**src/rtl/branch_ctrl_pkg.sv**
```systemverilog
// ---------------------------------------------------------------------------
// branch_ctrl_pkg
// Shared definitions for the branch control block and its predictor table:
//   - funct3 encodings of the conditional branches
//   - FSM state enum (RUN / SHADOW)
//   - predictor counter reset value (weakly not-taken)
//   - helper that resolves a conditional branch direction from the comparator
// ---------------------------------------------------------------------------
package branch_ctrl_pkg;

  localparam logic [2:0] F3_BEQ  = 3'b000;
  localparam logic [2:0] F3_BNE  = 3'b001;
  localparam logic [2:0] F3_BLT  = 3'b100;
  localparam logic [2:0] F3_BGE  = 3'b101;
  localparam logic [2:0] F3_BLTU = 3'b110;
  localparam logic [2:0] F3_BGEU = 3'b111;

  localparam logic [1:0] CTR_RESET = 2'b01;

  typedef enum logic {
    ST_RUN    = 1'b0,
    ST_SHADOW = 1'b1
  } state_e;

  // Direction of a conditional branch; undefined encodings (010/011)
  // resolve as not taken.
  function automatic logic branch_taken(input logic [2:0] funct3,
                                        input logic       less,
                                        input logic       equal);
    logic t;
    case (funct3)
      F3_BEQ:            t = equal;
      F3_BNE:            t = !equal;
      F3_BLT, F3_BLTU:   t = less;
      F3_BGE, F3_BGEU:   t = !less;
      default:           t = 1'b0;
    endcase
    return t;
  endfunction

endpackage

```
**src/rtl/branch_ctrl_bht.sv**
```systemverilog
// ---------------------------------------------------------------------------
// branch_bht
// Table of 2-bit saturating direction counters.
// Ports:
//   clk, rst_n        - clock, synchronous active-low reset (all counters -> 01)
//   rd_idx / rd_taken - combinational read: MSB of the addressed counter
//   wr_en, wr_idx,
//   wr_taken          - synchronous update: +1 if taken, -1 if not, saturating
// A read of the index being written returns the value before the update.
// ---------------------------------------------------------------------------
module branch_bht
  import branch_ctrl_pkg::*;
#(
  parameter int DEPTH = 16,
  parameter int IDX_W = $clog2(DEPTH)
) (
  input  logic             clk,
  input  logic             rst_n,
  input  logic [IDX_W-1:0] rd_idx,
  output logic             rd_taken,
  input  logic             wr_en,
  input  logic [IDX_W-1:0] wr_idx,
  input  logic             wr_taken
);

  logic [1:0] ctr_q [DEPTH];
  logic [1:0] ctr_d [DEPTH];
  logic [1:0] cur;

  assign rd_taken = ctr_q[rd_idx][1];

  always_comb begin
    ctr_d = ctr_q;
    cur   = ctr_q[wr_idx];
    if (wr_en) begin
      if (wr_taken) begin
        ctr_d[wr_idx] = (cur == 2'b11) ? 2'b11 : cur + 2'd1;
      end else begin
        ctr_d[wr_idx] = (cur == 2'b00) ? 2'b00 : cur - 2'd1;
      end
    end
  end

  always_ff @(posedge clk) begin
    if (!rst_n) begin
      for (int i = 0; i < DEPTH; i++) begin
        ctr_q[i] <= CTR_RESET;
      end
    end else begin
      ctr_q <= ctr_d;
    end
  end

endmodule

```
**src/rtl/branch_ctrl.sv**
```systemverilog
// ---------------------------------------------------------------------------
// branch_ctrl
// Resolves branches/jumps in EX, detects mispredictions against the
// prediction carried down the pipe, issues a registered redirect + flush,
// and trains a bimodal predictor that IF queries combinationally.
// Optional feature macro: BRANCH_STATS_EN (adds stat_branches /
// stat_mispredicts saturating counters).
// Ports:
//   clk, rst_n              - clock, synchronous active-low reset
//   if_pc / if_pred_taken   - fetch-side prediction lookup
//   ex_*                    - EX-stage instruction description
//   br_unsign               - comparator mode for the EX operands
//   br_less, br_equal       - comparator results
//   redirect_valid/_pc,
//   flush                   - one-cycle redirect request after a mispredict
// After a mispredict the FSM spends one cycle in SHADOW, ignoring the
// wrong-path instruction that is already in EX.
// ---------------------------------------------------------------------------
module branch_ctrl
  import branch_ctrl_pkg::*;
#(
  parameter int BHT_DEPTH = 16
) (
  input  logic        clk,
  input  logic        rst_n,
  input  logic [31:0] if_pc,
  output logic        if_pred_taken,
  input  logic        ex_valid,
  input  logic        ex_is_branch,
  input  logic        ex_is_jump,
  input  logic [2:0]  ex_funct3,
  input  logic [31:0] ex_pc,
  input  logic [31:0] ex_target,
  input  logic        ex_pred_taken,
  output logic        br_unsign,
  input  logic        br_less,
  input  logic        br_equal,
  output logic        redirect_valid,
  output logic [31:0] redirect_pc,
  output logic        flush
`ifdef BRANCH_STATS_EN
  ,
  output logic [31:0] stat_branches,
  output logic [31:0] stat_mispredicts
`endif
);

  localparam int IDX_W = $clog2(BHT_DEPTH);

  state_e      state_q, state_d;
  logic        redirect_valid_q, redirect_valid_d;
  logic        flush_q, flush_d;
  logic [31:0] redirect_pc_q, redirect_pc_d;

  logic taken;
  logic resolving;
  logic mispredict;
  logic bht_wr_en;

  // Only the index bits of the fetch PC address the table.
  logic unused_if_pc_bits;
  assign unused_if_pc_bits = ^{if_pc[31:IDX_W+2], if_pc[1:0]};

  assign br_unsign = ex_funct3[1];

  always_comb begin
    taken      = ex_is_jump ? 1'b1 : branch_taken(ex_funct3, br_less, br_equal);
    resolving  = ex_valid && (ex_is_branch || ex_is_jump) && (state_q == ST_RUN);
    mispredict = resolving && (taken != ex_pred_taken);
    bht_wr_en  = resolving && ex_is_branch && !ex_is_jump;
  end

  always_comb begin
    state_d          = state_q;
    redirect_valid_d = mispredict;
    flush_d          = mispredict;
    redirect_pc_d    = redirect_pc_q;
    case (state_q)
      ST_RUN:    state_d = mispredict ? ST_SHADOW : ST_RUN;
      ST_SHADOW: state_d = ST_RUN;
      default:   state_d = ST_RUN;
    endcase
    if (mispredict) begin
      redirect_pc_d = taken ? ex_target : ex_pc + 32'd4;
    end
  end

  always_ff @(posedge clk) begin
    if (!rst_n) begin
      state_q          <= ST_RUN;
      redirect_valid_q <= 1'b0;
      flush_q          <= 1'b0;
      redirect_pc_q    <= 32'd0;
    end else begin
      state_q          <= state_d;
      redirect_valid_q <= redirect_valid_d;
      flush_q          <= flush_d;
      redirect_pc_q    <= redirect_pc_d;
    end
  end

  assign redirect_valid = redirect_valid_q;
  assign flush          = flush_q;
  assign redirect_pc    = redirect_pc_q;

  branch_bht #(
    .DEPTH (BHT_DEPTH),
    .IDX_W (IDX_W)
  ) u_bht (
    .clk      (clk),
    .rst_n    (rst_n),
    .rd_idx   (if_pc[IDX_W+1:2]),
    .rd_taken (if_pred_taken),
    .wr_en    (bht_wr_en),
    .wr_idx   (ex_pc[IDX_W+1:2]),
    .wr_taken (taken)
  );

`ifdef BRANCH_STATS_EN
  logic [31:0] stat_branches_q, stat_branches_d;
  logic [31:0] stat_mispredicts_q, stat_mispredicts_d;

  always_comb begin
    stat_branches_d    = stat_branches_q;
    stat_mispredicts_d = stat_mispredicts_q;
    if (resolving && stat_branches_q != 32'hFFFF_FFFF) begin
      stat_branches_d = stat_branches_q + 32'd1;
    end
    if (mispredict && stat_mispredicts_q != 32'hFFFF_FFFF) begin
      stat_mispredicts_d = stat_mispredicts_q + 32'd1;
    end
  end

  always_ff @(posedge clk) begin
    if (!rst_n) begin
      stat_branches_q    <= 32'd0;
      stat_mispredicts_q <= 32'd0;
    end else begin
      stat_branches_q    <= stat_branches_d;
      stat_mispredicts_q <= stat_mispredicts_d;
    end
  end

  assign stat_branches    = stat_branches_q;
  assign stat_mispredicts = stat_mispredicts_q;
`endif

endmodule

```
**config.mk**
```make
export PLATFORM = sky130hd
export DESIGN_NAME = branch_ctrl
export DESIGN_NICKNAME = d
export VERILOG_FILES = /design/src/rtl/branch_ctrl_pkg.sv /design/src/rtl/branch_ctrl_bht.sv /design/src/rtl/branch_ctrl.sv
export SDC_FILE = /design/constraint.sdc
export NUM_CORES = 1
export LEC_CHECK = 0
export ABC_AREA = 1
export CORE_MARGIN = 2
export CORE_UTILIZATION = 45
export CTS_CLUSTER_SIZE = 28
export DETAILED_ROUTE_END_ITERATION = 10
export GPL_TIMING_DRIVEN = 1
export PLACE_DENSITY = 0.84
export SYNTH_ARGS = -nofsm -noshare
export SYNTH_HDL_FRONTEND = slang
export SYNTH_SLANG_ARGS = --single-unit
```
**constraint.sdc**
```tcl
create_clock -name clk -period 3.5 [get_ports clk]
set_input_delay 0.7 -clock clk [delete_from_list [all_inputs] [get_ports clk]]
set_output_delay 0.7 -clock clk [all_outputs]
set_load 0.02 [all_outputs]
```
== After elaboration in Yosys (flattened, before gate mapping) ==
Cells that the tools add are included.

* Flip-flop bits (word level): 66
* Latch bits: 0
* Bits in writable memories: 0
* Bits in read-only memories: 0
* Bits of input ports: 107
* Output and inout bits: 36
* Word-level logic and storage cells: 67
* Memories kept: 0

* Add/sub/neg operators: 3
* Multipliers: 0
* Divide/modulo/power cells: 0
* Order comparisons: 3
* Equal/unequal tests: 7
* Shift operators: 0
* Muxes and demuxes: 18
* Bitwise operators: 3
* Reductions and logical operators: 14

{| class="wikitable"
|+ Operators by type and width
! operator !! number
|-
| bitwise mux 32 bit || 2
|-
| two-way mux 32 bit || 2
|-
| adder 32 x 3 -> 32 bit, second input constant || 1
|-
| binary-select mux 2 bit (select 4 bit) || 2
|-
| two-way mux 2 bit || 7
|-
| == test 3 bit, second input constant || 4
|-
| >= comparator 5 bit, second input constant || 2
|-
| inverter 4 -> 5 bit || 2
|-
| demux 2 bit (select 4 bit) || 1
|-
| logical AND 1 bit || 6
|-
| < comparator 5 x 1 -> 1 bit, second input constant || 1
|-
| case mux 1 bit (4 select lines) || 1
|-
| OR reduction 2 bit || 2
|-
| == test 3 x 1 -> 1 bit, second input constant || 1
|-
| zero test 1 bit || 3
|-
| zero test 3 bit || 1
|-
| adder 2 x 1 -> 2 bit, second input constant || 1
|-
| == test 2 bit, second input constant || 1
|-
| zero test 2 bit || 1
|-
| two-way mux 1 bit || 2
|-
| case mux 1 bit (2 select lines) || 1
|-
| subtractor 2 x 1 -> 2 bit, second input constant || 1
|-
| logical OR 1 bit || 1
|-
| != test 1 bit || 1
|-
| inverter 1 bit || 1
|}

== Depth between registers and ports, before layout ==
* Word-level depth: 8
* Mapped depth: 14
* Gate-level depth less buffers: 12

== Modules after synthesis ==
From an unflattened synthesis, not the netlist that was laid out.

* Cells, all modules: 766
* Area, all modules: 4491.8 um^2

{| class="wikitable"
|+ Modules (own cells, without submodules)
! module !! instances !! cells each !! area an instance (um^2) !! seq. area each (um^2)
|-
| branch_ctrl || 1 || 459 || 2632.5 || 680.7
|-
| branch_bht || 1 || 307 || 1859.3 || 640.6
|}

== Worst setup path after synthesis ==
OpenSTA, ideal clock, no wires.

* Path type: input to output
* Start point: in if_pc[2]
* End point: out if_pred_taken
* Arrival time: 1.747 ns
* Data required time: 2.800 ns
* Setup slack: 1.053 ns
* Cell stages on the path: 5
* Path buffers: 1
* Path through: clkbuf_1 -> a21oi_1 -> o21ai_0 -> nor2_1 -> o31ai_1

* Longest elaborated chain between the ends: 4

{| class="wikitable"
|+ Ends and longest elaborated chain
! what !! line !! text
|-
| from (decl) || branch_ctrl.sv:26 || <nowiki>input logic [31:0] if_pc,</nowiki>
|-
| inverter 4 -> 5 bit (not written as such) || branch_ctrl_bht.sv:30 || <nowiki>assign rd_taken = ctr_q[rd_idx][1];</nowiki>
|-
| binary-select mux 2 bit (select 4 bit) || branch_ctrl_bht.sv:30 ||
|-
| two-way mux 2 bit (not written as such) (2 in a row) || branch_ctrl_bht.sv:30 ||
|-
| to (decl) || branch_ctrl.sv:27 || <nowiki>output logic if_pred_taken,</nowiki>
|}

Every way passes these cells. The select of a mux whose other input is x is not followed.

== Final worst setup path ==
Ends and elaborated chain as after synthesis.

==> qor.yml <==
initial_core_util_pct: 46.4
setup_violations: 0
crit_path_frequent_cell: "clkdlybuf4s50_1"
cts_buffers: 9
crit_fanout: 16
ys_top_cells_by_area: "dfxtp_1 (29%), nand2_1 (21%), inv_1 (9.3%), nand3_1 (8.5%), a21oi_1 (7.9%)"
fp.dieArea_sq_mm: 0.0109
power_density_mw_per_mm2: 324
ys_warn_count: 0
clk_pin_slew_ns: 0.07
synth_ff_type: "dfxtp_1"
tritoncts: "built"
cp_data_required_time_ns: 2.80
first_global_vias: 4727
synth_edf_count: 0
setup_ws_ns: 0.203
rows: 36
synth_most_common_cell: "nand2_1"
post_cts_buffers: 0
grt_overflow: 0
synth_top_area_share_pct: 29.0
viasPerCell: 5.09
antenna-diode-count: 0
worst_clock_skew_ns: 0.0105
synthDistinctLibCells: 30
worstReg2RegStart: "u_bht.ctr_q[21]$_SDFFE_PN0P_"
holdWs_ns: 0.465
crit_path_start_kind: "input pin"
synth_area_sq_mm: 0.00455
drv_slew: 0
wl_mm: 13.5
crit_chain: "clkdlybuf4s50_1, o21ai_0, a21oi_1, nor2_1, o31ai_1, clkdlybuf4s50_1"
synth_seq_cells: 66
period_share_pct: 94.2
synth_compound_area_share_pct: 12.1
worstPathArrival_ns: 2.60
core_sq_mm: 0.00982
wl_per_cell_um: 13.2
synth_largest_area_cell: "dfxtp_1"
max_slew_margin_pct: 55.0
rsz0062_at_grt: "no"
dr.pass1.iters: 8
clock_sinks: 66
grt_max_degree: 40
grt_pass1_wl_mm: 22.4
chipWidth_um: 105
worst_pin_slew_ns: 0.673
hp-start: "redirect_pc[2]$_SDFFE_PN0P_"
cts_resized: 0
synth-simple-area-share_pct: 41.7
status: "completed"
cp_slowest_cell: "clkdlybuf4s50_1"
first_iter_violations: 347
hold_buffers: 0
synth_top_family_by_area: "simple AND/OR/NAND/NOR gates"
synth_area_per_cell_sq_um: 5.80
synth_xor_area_share_pct: 1.92
dp_hpwl_mm: 10.1
synthToLayoutAreaGrowth_pct: 31.2
hold_class: "reg2reg"
p_leak_uw: 0.00281
fin_util_pct: 60.8
post-route-min-period_ns: 3.30
max_stage_delay_ns: 0.72
die_h_um: 105
gp_congestion: 0.952
drcViolationCount: 0
cts_root_buf: "clkbuf_8"
antenna_found_initial: 0
max-cap-violations: 0
final_hold_viol_count: 0
drive_above_1_share_pct: 5.92
ant_nets: 0
fin_tns_setup_ns: 0
synthMuxAreaShare_pct: 0.440
htree_levels: 3
io_pins: 143
ys_seq_area_share_pct: 29.0
critPathKind: "in2out"
via_count: 5232
async_flop_share_pct: 0
grt.total_usage_pct: 24.8
clk_latency_ns: 0.34
pre_cts_ws_ns: 0.186
ir_drop_uv: 214
port-buffer-count: 114
final_nets: 1001
cts_max_path_buffers: 2
netlist_instances: 785
crit_path_start: "if_pc[2]"
fmax_ghz: 0.303
cp-end-kind: "primary output"
synth_fa_ha_area_share_pct: 1.10
synth_common_cells: "nand2_1 (252), inv_1 (113), nand3_1 (77), nor2_1 (77), a21oi_1 (72)"
synth_nets: 896
## cell usage in the layout, fill, tap and decap left out, types with 3 or more instances in the layout
cell / count
nand2_1: 252
clkdlybuf4s50_1: 114
inv_1: 113
nand3_1: 77
nor2_1: 76
a21oi_1: 72
dfxtp_1: 66
o21ai_0: 32
or2_2: 12
buf_4: 11
clkbuf_8: 10
nor3_1: 9
nand4_1: 6
xnor2_1: 5
nand3b_1: 5
xor2_1: 5
ha_1: 4
inv_2: 3
nor2_2: 3
nor2_4: 3
clkinv_2: 3
## layer usage
layer / global-route usage, % / part of all wire [%] / vias to the layer above
li1: - / - / 2657
met1: 34.4 / 46 / 2349
met2: 40.0 / 46 / 215
met3: 4.30 / 7.4 / 11
met4: 6.57 / 0.94 / 0
met5: 0 / 0 / -
## power by group
| group | internal [uW] | total (uW) | switching (uW) |
|---|---|---|---|
| Sequential | 780 | 794 | 14.1 |
| Combinational | 212 | 485 | 272 |
| Clock | 347 | 657 | 310 |
## per-stage QoR
stage	power, uW	instance area (sq um)	cells
after detailed placement	1290	5780	1012
after CTS	1940	5970	1028
after global routing	2030	5970	1028
after global placement	1290	5780	1012
final	1940	5970	1028
after floorplan	1080	4550	785
## final cells by class
cell class | instances | area [sq um]
clock inverter | 5 | 53.8
tap | 133 | 166
timing repair buffer | 126 | 1240
fill | 979 | 3850
inverter | 116 | 435
sequential | 66 | 1320
multi-input combinational | 571 | 2610
clock buffer | 11 | 141
## state kept, by name, summed over array words and instances (netlist names)
signal       cells
flush            1
redirect_pc     32
state_q          1
u_bht.ctr_q     32
## critical path: cells and delay by family
family                 cells  cell delay [ns]
and+or+nand+nor            1             0.06
AOI/OAI and AO/OA          3             0.47
buffers and inverters      2             1.36
## worst paths after layout
kind	end	slack, ns	cells past startpoint
worst max-delay path	if_pred_taken	0.20	6
worst min-delay path	redirect_pc[2]$_SDFFE_PN0P_	0.46	2
worst max register to register	u_bht.ctr_q[14]$_SDFFE_PN1P_	1.72	10
worst min register to register	redirect_pc[2]$_SDFFE_PN0P_	0.46	2
## cells by family after synthesis
group | after synthesis
flip-flops | 66
buffers and inverters | 148
adder cells (fa/ha/maj) | 4
AO/OA/AOI/OAI | 108
AND/OR/NAND/NOR | 447
XOR/XNOR | 10
multiplexers | 2
(Power assumes the default switching activity.)
